===== config.mk =====
export PLATFORM = sky130hd
export DESIGN_NAME = split_fork_fifo
export DESIGN_NICKNAME = d
export VERILOG_FILES = /design/src/rtl/split_fork_fifo.sv
export SDC_FILE = /design/constraint.sdc
export NUM_CORES = 1
export LEC_CHECK = 0
export BUFFER_PORTS_ARGS = -buffer_cell sky130_fd_sc_hd__buf_2
export CORE_MARGIN = 3
export CORE_UTILIZATION = 38
export DETAILED_ROUTE_END_ITERATION = 7
export PLACE_DENSITY = 0.62
export REMOVE_ABC_BUFFERS = 1
export SYNTH_ARGS = -nofsm -noshare
export SYNTH_HDL_FRONTEND = slang
export SYNTH_SLANG_ARGS = --single-unit

===== constraint.sdc =====
create_clock -name clk -period 3.25 [get_ports clk]
set_clock_uncertainty 0.05 [all_clocks]
set_input_delay 0.975 -clock clk [delete_from_list [all_inputs] [get_ports clk]]
set_output_delay 0.975 -clock clk [all_outputs]
set_load 0.03 [all_outputs]

===== src/rtl/split_fork_fifo.sv =====
// Buffered fork: one valid/ready producer of {field_a, field_b} feeding two
// independent valid/ready consumers; an entry retires once both fields are taken.
module split_fork_fifo #(
    parameter int A_WIDTH = 8,
    parameter int B_WIDTH = 8,
    parameter int DEPTH   = 4,
    parameter bit A_HIGH  = 1'b1
) (
    input  logic                       clk,
    input  logic                       rst,
    input  logic                       in_valid,
    output logic                       in_ready,
    input  logic [A_WIDTH+B_WIDTH-1:0] in_data,
    output logic                       a_valid,
    input  logic                       a_ready,
    output logic [A_WIDTH-1:0]         a_data,
    output logic                       b_valid,
    input  logic                       b_ready,
    output logic [B_WIDTH-1:0]         b_data,
    output logic [$clog2(DEPTH):0]     count
);

    localparam int W  = A_WIDTH + B_WIDTH;
    localparam int PW = $clog2(DEPTH);
    localparam int CW = PW + 1;

    logic [W-1:0]  mem [DEPTH];
    logic [PW-1:0] wr_ptr;
    logic [PW-1:0] rd_ptr;
    logic [CW-1:0] count_q;
    logic          a_done;
    logic          b_done;
    logic [W-1:0]  head;

    logic push;
    logic a_take;
    logic b_take;
    logic pop;

    // in_ready looks only at registered state so neither consumer can stall the producer combinationally.
    assign in_ready = !rst && (count_q != CW'(DEPTH));
    assign push     = in_valid && in_ready;

    assign a_valid  = (count_q != '0) && !a_done;
    assign b_valid  = (count_q != '0) && !b_done;
    assign a_take   = a_valid && a_ready;
    assign b_take   = b_valid && b_ready;
    assign pop      = (a_take || a_done) && (b_take || b_done);

    assign head  = mem[rd_ptr];
    assign count = count_q;

    generate
        if (A_HIGH) begin : g_a_high
            assign a_data = head[W-1:B_WIDTH];
            assign b_data = head[B_WIDTH-1:0];
        end else begin : g_a_low
            assign a_data = head[A_WIDTH-1:0];
            assign b_data = head[W-1:A_WIDTH];
        end
    endgenerate

    // NOTE: storage has no reset; stale words are unreachable once pointers and count clear.
    always_ff @(posedge clk) begin
        if (push) begin
            mem[wr_ptr] <= in_data;
        end
    end

    // NOTE: non-blocking assignments so every register samples pre-edge values of the others.
    always_ff @(posedge clk) begin
        if (rst) begin
            wr_ptr  <= '0;
            rd_ptr  <= '0;
            count_q <= '0;
            a_done  <= 1'b0;
            b_done  <= 1'b0;
        end else begin
            if (push) begin
                wr_ptr <= wr_ptr + 1'b1;
            end
            if (pop) begin
                rd_ptr <= rd_ptr + 1'b1;
                a_done <= 1'b0;
                b_done <= 1'b0;
            end else begin
                a_done <= a_done || a_take;
                b_done <= b_done || b_take;
            end
            count_q <= count_q + CW'(push) - CW'(pop);
        end
    end

endmodule


==> impl_metrics.env, run 1 <==
export IMPL_cts_sinks=75
export IMPL_arrival_ns=1.72
export IMPL_core_sq_mm=0.00729
export IMPL_first_global_vias=1431
export IMPL_die_x_microns=92.8
export IMPL_cap_violations=0
export IMPL_drtPass1Iterations=4
export IMPL_status="finished clean"
export IMPL_cts_root_buf="clkbuf_8"
export IMPL_finalHoldViolCount=0
export IMPL_antenna_found_initial=0
export IMPL_io_pin_count=43
export IMPL_r2r_setup_slack_ns=0.83
export IMPL_min_period_ns=2.74
export IMPL_antennaDiodeCount=0
export IMPL_setup_tns_ns=0
export IMPL_endpoint_kind="output pin"
export IMPL_wl_met1_microns=1990
export IMPL_wl_met2_microns=2140
export IMPL_final_nets=225
export IMPL_grt_max_degree=17
export IMPL_hold_path_depth=1
export IMPL_yosysSeqAreaShare_pct=74.8
export IMPL_cts_resized=0
export IMPL_min_path_type="reg -> reg"
export IMPL_dpl_instance_area_sq_mm=0.00322
export IMPL_ys_warn_count=0
export IMPL_postSynthAreaPerCell_sq_um=20.2
export IMPL_worstMarginPinSlew_ns=0.420
export IMPL_clkTransAtPathRegs_ns=0.07
export IMPL_rows=31
export IMPL_vias_per_cell=4.68
export IMPL_synthFlopType="edfxtp_1"
export IMPL_setup_viol=0
export IMPL_grt_usage_pct=11.5
export IMPL_hold_end="a_done$_SDFF_PP0_"
export IMPL_vias=1410
export IMPL_worstHoldStart="b_done$_SDFF_PP0_"
export IMPL_crit_type="reg -> out"
export IMPL_ir_worst_vdd_v=0.000416
export IMPL_synth_edf_count=64
export IMPL_top_layer_used="met4"
export IMPL_drv_slew=0
export IMPL_grt_first_pass_wirelength_microns=7190
export IMPL_initial_core_util_pct=39.3
export IMPL_drt_iter0_markers=71
export IMPL_cts_buffers=9
export IMPL_cts_tree="done"
export IMPL_r2r_end="count[2]$_SDFF_PP0_"
export IMPL_syn_to_final_growth_pct=19.0
export IMPL_crit_path_max_fanout=16
export IMPL_rr_worst_depth=11
export IMPL_htree_levels=3
export IMPL_max_slew_margin_pct=72.0
export IMPL_route_detailed_drc=0
export IMPL_fmax_mhz=365
export IMPL_powerDensity_mw_per_mm2=747
export IMPL_clock_latency_ns=0.34
export IMPL_syn_inst=142
export IMPL_wl_met3_microns=291
export IMPL_drive_gt1_share_pct=40.6
export IMPL_port_buffers=42
export IMPL_r2r_start="count[1]$_SDFF_PP0_"
export IMPL_period_share_pct=84.3
export IMPL_gp_congestion=0.688
export IMPL_post_route_cell_area_sq_mm=0.00341
export IMPL_ctsLongestPathBuffers=2
export IMPL_dp_hpwl_microns=2980
export IMPL_antenna_left=0
export IMPL_fp_dieArea_sq_mm=0.00862
export IMPL_critPathRequiredTime_ns=2.22
export IMPL_dieHeight_microns=92.8
export IMPL_drt_wl_total_microns=4520
export IMPL_synth_cell_types=24
export IMPL_rsz0062_at_grt="no"
export IMPL_ys_ff_latch=75
export IMPL_leakage_nw=1.21
export IMPL_cts_setup_buffers=0
export IMPL_gr_total_overflow=0
export IMPL_syn_area_sq_mm=0.00287
export IMPL_cts_hold_buf=0
export IMPL_start_kind="flip-flop"
export IMPL_wl_per_cell_microns=15.0
export IMPL_async_reset_ff_share_pct=0
layout by cell type, fill, tap and decap left out, types with 3 or more instances in the layout:
cell type	synthesis	final
xor2_1	3	3
dfxtp_1	11	11
ha_1	6	6
and2_1	4	4
nor2_1	10	10
clkbuf_8	0	9
clkinv_1	0	3
mux4_2	16	16
buf_2	1	42
inv_1	7	7
edfxtp_1	64	64
buf_4	2	7
per-stage QoR:
stage | power, mW | util (%) | cells | worst slack (ns) | hold WS (ns)
CTS | 2.59 | 46.7 | 301 | 0.464 | 0.487
detailed placement | 1.92 | 44.2 | 285 | 0.414 | 0.466
finish | 2.55 | 46.7 | 301 | 0.510 | 0.484
global placement | 1.92 | 44.2 | 285 | 0.438 | 0.465
global route | 2.69 | 46.7 | 301 | 0.411 | 0.511
floorplan | 1.73 | - | 137 | 0.488 | 0.435
where the power goes:
group / switching [mW] / internal, mW / total [mW] / leakage, nW
logic: 0.425 / 0.274 / 0.698 / 0.454
registers: 0.0644 / 1.12 / 1.19 / 0.671
clock network: 0.312 / 0.347 / 0.659 / 0.0850
total: 0.802 / 1.74 / 2.55 / 1.21
sequential cells by signal, summed over array words and instances, names as in the netlist, named ones only:
signal / count
mem: 64
a_done: 1
b_done: 1
count: 3
wr_ptr: 2
rd_ptr: 2
layer usage:
layer | vias to the layer above | global-route usage [%]
li1 | 664 | -
met1 | 694 | 13.9
met2 | 41 | 17.8
met3 | 11 | 4.96
met4 | 0 | 5.49
met5 | - | 0
cell usage after synthesis, types with 2 or more instances:
cell      instances  area share [%]
nor4_1            2            0.44
ha_1              6             2.6
mux4_2           16              13
xnor2_1           2            0.61
dfxtp_1          11             7.7
nor2_1           10             1.3
inv_1             7            0.92
clkbuf_1          2            0.26
edfxtp_1         64              67
xor2_1            3            0.92
and2_1            4            0.87
buf_4             2            0.52
o31a_2            2            0.70
layout make-up:
| cell class | instances | area [sq um] |
|---|---|---|
| tap | 99 | 124 |
| clock inverter | 6 | 56.3 |
| timing repair buffer | 49 | 263 |
| fill | 655 | 3880 |
| sequential | 75 | 2140 |
| inverter | 7 | 26.3 |
| multi-input combinational | 55 | 669 |
| clock buffer | 10 | 128 |
how the worst max path moves through the flow:
stage | to | slack, ns | depth (start not counted) | startpoint
after global placement | count[2]$_SDFF_PP0_ | 0.44 | 12 | a_ready
final | a_data[7] | 0.51 | 3 | flip-flop
after global routing | a_data[7] | 0.41 | 3 | flip-flop
after CTS | a_data[7] | 0.46 | 3 | flip-flop
after detailed placement | count[2]$_SDFF_PP0_ | 0.41 | 12 | a_ready
after floorplan | count[2]$_SDFF_PP0_ | 0.49 | 11 | in_valid
worst max-delay path, cell delays in order, from the launching register on:
cell and delay [ns]:
dfxtp_1 0.31, buf_4 0.30, mux4_2 0.56, buf_2 0.20
logic make-up after synthesis:
| group | Yosys count | synth area share, % |
|---|---|---|
| AOI/OAI and AO/OA | 7 | 2.58 |
| DFF | 75 | 74.8 |
| and+or+nand+nor | 20 | 3.36 |
| adders and majority gates | 7 | 3.32 |
| buffers and inverters | 12 | 1.88 |
| xor gates and xnor gates | 5 | 1.53 |
| muxes | 16 | 12.6 |
No activity file was read; power rests on OpenSTA's default activity.
==> run 2: changes to the inputs <==
--- a/config.mk
+++ b/config.mk
@@ -9,7 +9,7 @@
 export CORE_MARGIN = 3
 export CORE_UTILIZATION = 38
 export DETAILED_ROUTE_END_ITERATION = 7
-export PLACE_DENSITY = 0.62
+export PLACE_DENSITY = 0.64
 export REMOVE_ABC_BUFFERS = 1
 export SYNTH_ARGS = -nofsm -noshare
 export SYNTH_HDL_FRONTEND = slang
==> constraint.sdc (replaced) <==
create_clock -name clk -period 2.49 [get_ports clk]
set_clock_uncertainty 0.05 [all_clocks]
set_input_delay 0.747 -clock clk [delete_from_list [all_inputs] [get_ports clk]]
set_output_delay 0.747 -clock clk [all_outputs]
set_load 0.03 [all_outputs]
==> run 2 against run 1 <==
  * Die area unchanged
  * Critical path depth unchanged
  * Via count increased by 3.0%
  * Flip-flop and latch count unchanged
  * Combinational power increased by 46%
  * Worst setup slack got worse by 0.45 ns
  * Critical path type unchanged
  * Largest power group unchanged
==> impl_metrics.env, run 2 (synthesis results as in run 1) <==
export IMPL_gr_total_overflow=0
export IMPL_seqCellArea_sq_mm=0.00215
export IMPL_fin_hold_ws_ns=0.483
export IMPL_initial_core_util_pct=39.3
export IMPL_start_kind="flip-flop"
export IMPL_io_pin_count=43
export IMPL_crit_path_max_fanout=8
export IMPL_drt_iter0_markers=71
export IMPL_grt_first_pass_wirelength_microns=7550
export IMPL_drtPass1Iterations=3
export IMPL_dpl_instance_area_sq_mm=0.00329
export IMPL_clock_latency_ns=0.34
export IMPL_largest_reg_flops=64
export IMPL_antenna_found_initial=1
export IMPL_die_x_microns=92.8
export IMPL_r2r_setup_slack_ns=0.17
export IMPL_fill_cells=647
export IMPL_period_share_pct=97.4
export IMPL_r2r_start="count[1]$_SDFF_PP0_"
export IMPL_route_detailed_drc=0
export IMPL_preCtsSetupSlack_ns=-0.141
export IMPL_top_register="mem"
export IMPL_powerDensity_mw_per_mm2=984
export IMPL_port_buffers=42
export IMPL_cts_hold_buf=0
export IMPL_dp_hpwl_microns=3120
export IMPL_drt_wl_total_microns=4850
export IMPL_r2r_end="count[2]$_SDFF_PP0_"
export IMPL_gp_congestion=0.696
export IMPL_max_slew_margin_pct=81.3
export IMPL_final_nets=231
export IMPL_dieHeight_microns=92.8
export IMPL_wl_per_cell_microns=15.8
export IMPL_grt_usage_pct=12.1
export IMPL_met3_usage_pct=4.22
export IMPL_drive_gt1_share_pct=44.2
export IMPL_arrival_ns=1.63
export IMPL_cts_sinks=75
export IMPL_rr_worst_depth=11
export IMPL_antenna_left=0
export IMPL_fmax_mhz=412
export IMPL_first_global_vias=1510
export IMPL_cts_root_buf="clkbuf_8"
export IMPL_fp_dieArea_sq_mm=0.00862
export IMPL_use_met1_pct=14.2
export IMPL_critPathRequiredTime_ns=1.69
export IMPL_final_cell_mix="64 x edfxtp_1, 42 x buf_2, 16 x mux4_2"
export IMPL_cap_violations=0
export IMPL_grt_busiest_layer="met2"
export IMPL_ir_worst_vdd_v=0.000645
export IMPL_syn_to_final_growth_pct=22.7
export IMPL_drv_slew=0
export IMPL_min_path_type="reg -> reg"
export IMPL_min_period_ns=2.43
export IMPL_setup_tns_ns=0
export IMPL_hold_path_depth=2
export IMPL_rsz0062_at_grt="yes"
export IMPL_cts_buffers=9
export IMPL_cts_tree="done"
export IMPL_final_common_cell="edfxtp_1"
export IMPL_leakage_nw=1.26
export IMPL_vias=1453
export IMPL_multiInputGateArea_sq_um=669
export IMPL_status="finished clean"
export IMPL_setup_viol=0
export IMPL_finalHoldViolCount=0
export IMPL_grt_use_met2_pct=19.7
export IMPL_hold_end="rd_ptr[1]$_SDFFE_PP0P_"
export IMPL_ctsLongestPathBuffers=2
export IMPL_grt_max_degree=17
export IMPL_post_route_cell_area_sq_mm=0.00352
export IMPL_fin_ws_ns=0.0646
export IMPL_antennaDiodeCount=0
export IMPL_htree_levels=3
export IMPL_core_sq_mm=0.00729
export IMPL_rows=31
export IMPL_crit_type="reg -> out"
export IMPL_worstHoldStart="rd_ptr[1]$_SDFFE_PP0P_"
export IMPL_clkTransAtPathRegs_ns=0.07
export IMPL_worstMarginPinSlew_ns=0.277
export IMPL_postLayoutCoreUtil_pct=48.2
export IMPL_vias_per_cell=4.73
export IMPL_endpoint_kind="output pin"
-- run 2: how the worst max path moves through the flow --
stage / from / end / depth (start not counted)
after global routing: count[1]$_SDFF_PP0_ / count[2]$_SDFF_PP0_ / 11
after floorplan: in_valid / count[2]$_SDFF_PP0_ / 11
after CTS: flip-flop / a_data[2] / 3
after global placement: a_ready / count[2]$_SDFF_PP0_ / 12
after detailed placement: in_valid / count[2]$_SDFF_PP0_ / 12
final: flip-flop / a_data[2] / 3
-- run 2: worst max-delay path: stages (launching register included) --
cell,delay (ns)
dfxtp_2,0.39
buf_12,0.16
mux4_2,0.54
buf_2,0.20
-- run 2: layout make-up --
| cell class | count | area share, % |
|---|---|---|
| clock buffer | 10 | 3.63 |
| sequential | 75 | 61.1 |
| tap | 99 | 3.52 |
| multi-input combinational | 55 | 19.0 |
| clock inverter | 6 | 1.60 |
| timing repair buffer | 55 | 10.3 |
| inverter | 7 | 0.747 |
-- run 2: where the power goes --
group	internal (mW)	leakage (nW)	switching [mW]
combinational	0.439	0.498	0.581
sequential	1.48	0.672	0.0918
clock	0.453	0.0850	0.416
-- run 2: what timing repair did --
| item | in CTS | in global routing |
|---|---|---|
| setup endpoints to repair | 0 | 2 |
| buffers inserted | 0 | 1 |
| gates resized for setup | 0 | 5 |
-- run 2: stage by stage --
stage | total power [mW] | instances
2_1_floorplan | 2.26 | 137
3_3_place_gp | 2.55 | 289
3_5_place_dp | 2.57 | 289
4_1_cts | 3.44 | 305
5_1_grt | 3.63 | 307
6_report | 3.46 | 307
-- run 2: layer usage --
metal | routed length [microns] | share of wire (%) | up-vias
met5 | 13 | 0.27 | -
met4 | 111 | 2.3 | 2
met3 | 272 | 5.6 | 12
met2 | 2300 | 47 | 43
met1 | 2150 | 44 | 721
li1 | - | - | 675
